<file path="config.mk">
export PLATFORM = sky130hd
export DESIGN_NAME = conv_bank_reader
export DESIGN_NICKNAME = d
export VERILOG_FILES = /design/src/rtl/conv_bank_reader.sv
export SDC_FILE = /design/constraint.sdc
export NUM_CORES = 1
export LEC_CHECK = 0
export BUFFER_PORTS_ARGS = -buffer_cell sky130_fd_sc_hd__buf_2
export CORE_ASPECT_RATIO = 0.6
export CORE_MARGIN = 2
export CORE_UTILIZATION = 52
export CTS_CLUSTER_DIAMETER = 150
export CTS_CLUSTER_SIZE = 10
export DETAILED_ROUTE_END_ITERATION = 8
export PLACE_DENSITY = 0.85
export SYNTH_ARGS = -nofsm -noshare
export SYNTH_HDL_FRONTEND = slang
export SYNTH_SLANG_ARGS = --single-unit
</file>
<file path="constraint.sdc">
create_clock -name clk -period 2.6 [get_ports clk]
set_input_delay 0.13 -clock clk [delete_from_list [all_inputs] [get_ports clk]]
set_output_delay 0.13 -clock clk [all_outputs]
set_load 0.01 [all_outputs]
</file>
<file path="src/rtl/conv_bank_reader.sv">
// Streams one convolution output bank (DEPTH words, address 0 upward) onto a valid/ready port after each DONE.
// First strobe 1 cycle after DONE, first word 2 cycles later; reads pause whenever the 2-entry buffer could overflow.
module conv_bank_reader #(
  parameter int DATA_W = 16,
  parameter int ADDR_W = 10,
  parameter int DEPTH  = 800
) (
  input  logic              clk,
  input  logic              srstn,
  input  logic [1:0]        mode,
  input  logic              mem_sel,
  output logic              c_rd_en,
  output logic              d_rd_en,
  output logic [ADDR_W-1:0] rd_addr,
  input  logic [DATA_W-1:0] c_rdata,
  input  logic [DATA_W-1:0] d_rdata,
  output logic              out_valid,
  input  logic              out_ready,
  output logic [DATA_W-1:0] out_data,
  output logic              out_last,
  output logic              busy,
  output logic              done,
  output logic              overrun
);

  typedef enum logic [1:0] {IDLE, READ, DRAIN} state_t;

  localparam logic [ADDR_W-1:0] LAST_ADDR = ADDR_W'(DEPTH - 1);

  state_t              state, state_nxt;
  logic                bank;
  logic [ADDR_W-1:0]   addr;
  logic                inflight, inflight_last;
  logic [DATA_W-1:0]   fifo_data [2];
  logic                fifo_last [2];
  logic                wr_ptr, rd_ptr;
  logic [1:0]          count;
  logic                done_q, overrun_q;
  logic                issue, pop, start, at_last, end_pass;

  assign out_valid = (count != 2'd0);
  assign pop       = out_valid & out_ready;
  assign at_last   = (addr == LAST_ADDR);
  // A pop in the same cycle frees a slot, so reads resume as soon as ready returns.
  assign issue     = (state == READ) &&
                     (({1'b0, count} + {2'b0, inflight}) < (3'd2 + {2'b0, pop}));
  // The cycle carrying done still counts as busy for a new DONE.
  assign start     = (state == IDLE) && (mode == 2'd3) && !done_q;

  always_comb begin
    state_nxt = state;
    end_pass  = 1'b0;
    case (state)
      IDLE:  if (start) state_nxt = READ;
      READ:  if (issue && at_last) state_nxt = DRAIN;
      DRAIN: begin
        if (pop && out_last && !inflight && (count == 2'd1)) begin
          state_nxt = IDLE;
          end_pass  = 1'b1;
        end
      end
      default: state_nxt = IDLE;
    endcase
  end

  always_ff @(posedge clk or negedge srstn) begin
    if (!srstn) begin
      state         <= IDLE;
      bank          <= 1'b0;
      addr          <= '0;
      inflight      <= 1'b0;
      inflight_last <= 1'b0;
      fifo_data[0]  <= '0;
      fifo_data[1]  <= '0;
      fifo_last[0]  <= 1'b0;
      fifo_last[1]  <= 1'b0;
      wr_ptr        <= 1'b0;
      rd_ptr        <= 1'b0;
      count         <= 2'd0;
      done_q        <= 1'b0;
      overrun_q     <= 1'b0;
    end else begin
      state <= state_nxt;
      if (start) begin
        bank <= mem_sel;
        addr <= '0;
      end else if (issue && !at_last) begin
        addr <= addr + ADDR_W'(1);
      end
      inflight      <= issue;
      inflight_last <= issue && at_last;
      // Bank data arrives one cycle after its strobe; capture it into the buffer tail.
      if (inflight) begin
        fifo_data[wr_ptr] <= bank ? d_rdata : c_rdata;
        fifo_last[wr_ptr] <= inflight_last;
        wr_ptr            <= ~wr_ptr;
      end
      if (pop) rd_ptr <= ~rd_ptr;
      count     <= count + {1'b0, inflight} - {1'b0, pop};
      done_q    <= end_pass;
      overrun_q <= (mode == 2'd3) && ((state != IDLE) || done_q);
    end
  end

  assign c_rd_en  = issue & ~bank;
  assign d_rd_en  = issue & bank;
  assign rd_addr  = addr;
  assign out_data = fifo_data[rd_ptr];
  assign out_last = out_valid & fifo_last[rd_ptr];
  assign busy     = (state != IDLE);
  assign done     = done_q;
  assign overrun  = overrun_q;

endmodule

</file>
==> results_dict.tcl <==
set metrics [dict create \
    status "complete, but fails checks" \
    violations "hold timing" \
    crit_path_end_kind "flop" \
    slew_headroom_pct 32.7 \
    place_hpwl_mm 3.79 \
    grt_overflow_total 0 \
    slew_viol_final 0 \
    avgViaCountPerCell 5.27 \
    layout_min_cycle_time_ps 2210 \
    clock_path_buffers 2 \
    criticalPathCategory "flop to flop" \
    die_height_um 59.7 \
    global_route.peak_usage_layer "met2" \
    post_drt_wl_per_cell_um 13.3 \
    hold_path_class "primary input to async pin" \
    clock_skew_ps 11.8 \
    p_total_mw 4.09 \
    p_int_mw 2.41 \
    synth_cell_types 36 \
    rows 20 \
    nNetsFinal 367 \
    drcViolationCount 0 \
    antenna_found_initial 0 \
    cts_setup_buffers 0 \
    tns_ps 0 \
    crit_family "simple AND/OR/NAND/NOR gates" \
    netlist_area_um2 2690 \
    fin_hold_ws_ps -18.8 \
    vias 2060 \
    cp-start-kind "flop" \
    p_comb_share_pct 50.5 \
    dieArea_um2 5790 \
    pwr-share-seq_pct 37.8 \
    ys_ff_latch 55 \
    path_common_cell "ha_1" \
    period_share_pct 85.0 \
    dr.pass1.iters 4 \
    n_antenna_cell 0 \
    gp_congestion 0.821 \
    setup_violations 0 \
    fmax_mhz 453 \
    grt_use_total_pct 18.9 \
    use_met2_pct 30.4 \
    rsz0062_at_grt "false" \
    cts_buffers 5 \
    tritoncts "done" \
    path_buf_inv 0 \
    grt_pass1_vias 1907 \
    critPathLaunch "inflight$_DFF_PN0_" \
    power_density_nw_per_um2 1280 \
    switching_share_pct 41.2 \
    htree_levels 2 \
    clk_latency_ps 310 \
    worstPathArrival_ps 2450 \
    p_switching_mw 1.68 \
    pin_count 71 \
    pwr-share-clk_pct 11.6 \
    r2r_start "inflight$_DFF_PN0_" \
    avgSynthCellArea_um2 10.5 \
    worstPathRequired_ps 2840 \
    postCtsResizedCells 0 \
    clkTransAtPathRegs_ps 100 \
    cts_sinks 55 \
    io_buffers 70 \
    dieWidth_um 96.9 \
    drt_iter0_markers 55 \
    worstMarginPinSlew_ps 1010 \
    mostFrequentLayoutCells "buf_2 (70), dfrtp_1 (55), nand2_1 (28)" \
    max_stage_delay_ps 450 \
    synthCells 256 \
    leakage_nw 1.54 \
    synth-seq-area-share_pct 51.1 \
    finalHoldViolations 31 \
    irDropWorstVdd_v 0.000716 \
    core_um2 5030 \
    areaGrowthSynthToFinish_pct 18.5 \
    initial_core_util_pct 53.5 \
    crit_fanout 6 \
    grtUsageMet1_pct 26.1 \
    layout-drive-gt1-share_pct 34.2 \
    grt_pass1_wl_mm 8.72 \
    setup_ws_ps 390 \
    mostFrequentLayoutCell "buf_2" \
    cts-hold-fix-buffers 0 \
    path_cells "ha_1 > ha_1 > nor3b_1 > nand4_1 > nor4b_1 > mux2i_1" \
    syn_nets 299 \
    ys_warn_count 0 \
    grt_max_degree 48 \
    dp_slack_ps 431 \
    drv_cap 0 \
    ant_nets 0 \
    root_buffer "clkbuf_8" \
    slowest_stage "dfrtp_1" \
    wl_mm 5.20 \
    use_met3_pct 4.33 \
]
[Yosys cell counts (all sizes together)]
cell | n | share of area (%)
dfrtp | 55 | 51
buf | 8 | 1.8
nand2 | 28 | 3.9
or2 | 2 | 0.46
a21boi | 1 | 0.28
nand3 | 4 | 0.74
xor2 | 1 | 0.33
or4 | 1 | 0.28
nand4 | 4 | 0.93
nand2b | 7 | 1.6
clkbuf | 8 | 1.1
nor4b | 3 | 1.2
and3 | 2 | 0.46
xnor2 | 3 | 0.98
a31o | 1 | 0.33
o21a | 1 | 0.28
nor3b | 2 | 0.56
o31ai | 2 | 0.56
inv | 6 | 0.84
or3 | 2 | 0.84
mux2i | 26 | 9.7
nor2 | 22 | 3.1
and4 | 1 | 0.33
o21ai | 18 | 3.3
ha | 5 | 2.3
nor4 | 5 | 1.2
nor3 | 2 | 0.37
and2 | 1 | 0.23
mux2 | 19 | 7.9
a21oi | 16 | 3.0
[layer usage]
layer	part of all wire, %	vias up
met5	0	-
met1	49	967
met3	5.4	6
li1	-	1028
met4	1.2	0
met2	44	59
[worst paths after layout]
kind / endpoint / slack, ps / cells after the start
max: rd_addr[7]$_DFFE_PN0P_ / 390 / 6
min: rd_addr[6]$_DFFE_PN0P_ / -20 / 1
max reg2reg: rd_addr[7]$_DFFE_PN0P_ / 390 / 6
min reg2reg: fifo_data[23]$_DFFE_PN0P_ / 480 / 2
max in group asynchronous: fifo_data[5]$_DFFE_PN0P_ / 1910 / 2
min in group clk: overrun$_DFF_PN0_ / 20 / 3
[cell families (layout without fill, tap and decap cells)]
group           Yosys count  after routing  share of synthesized area [%]
fa+ha+maj                 5              5                           2.32
flops                    55             55                           51.1
simple gates             86             86                           16.2
buf+inv                  22             91                           3.72
compound gates           39             39                           7.76
xor+xnor                  4              4                           1.30
mux                      45             45                           17.6
[final cells by class]
type	count	area, µm²
Fill cell	426	1840
Clock buffer	5	68.8
Clock inverter	3	22.5
Sequential cell	55	1380
Timing Repair Buffer	77	403
Tap cell	66	82.6
Inverter	6	22.5
Multi-Input combinational cell	179	1220
[per-stage QoR]
| stage | util (%) | area, µm² | cells |
|---|---|---|---|
| 6_report | 63.5 | 3190 | 391 |
| 3_5_place_dp | 61.6 | 3100 | 383 |
| 2_1_floorplan | - | 2690 | 256 |
| 3_3_place_gp | 61.6 | 3100 | 383 |
| 4_1_cts | 63.5 | 3190 | 391 |
| 5_1_grt | 63.5 | 3190 | 391 |
[state kept, by name (all words and copies together) (netlist names)]
signal	flops
count	2
wr_ptr	1
state	2
fifo_data	32
inflight	1
rd_ptr	1
rd_addr	10
bank	1
done	1
fifo_last	2
inflight_last	1
overrun	1
[power groups by stage]
stage	clock (mW)	combinational, mW	sequential [mW]
after global placement	0	2.04	1.54
after detailed placement	0	2.09	1.56
after floorplan	0	1.53	1.51
after CTS	0.489	2.10	1.55
final	0.476	2.07	1.55
after global routing	0.528	2.33	1.61
Note: power is estimated with default switching activity, not from simulation.
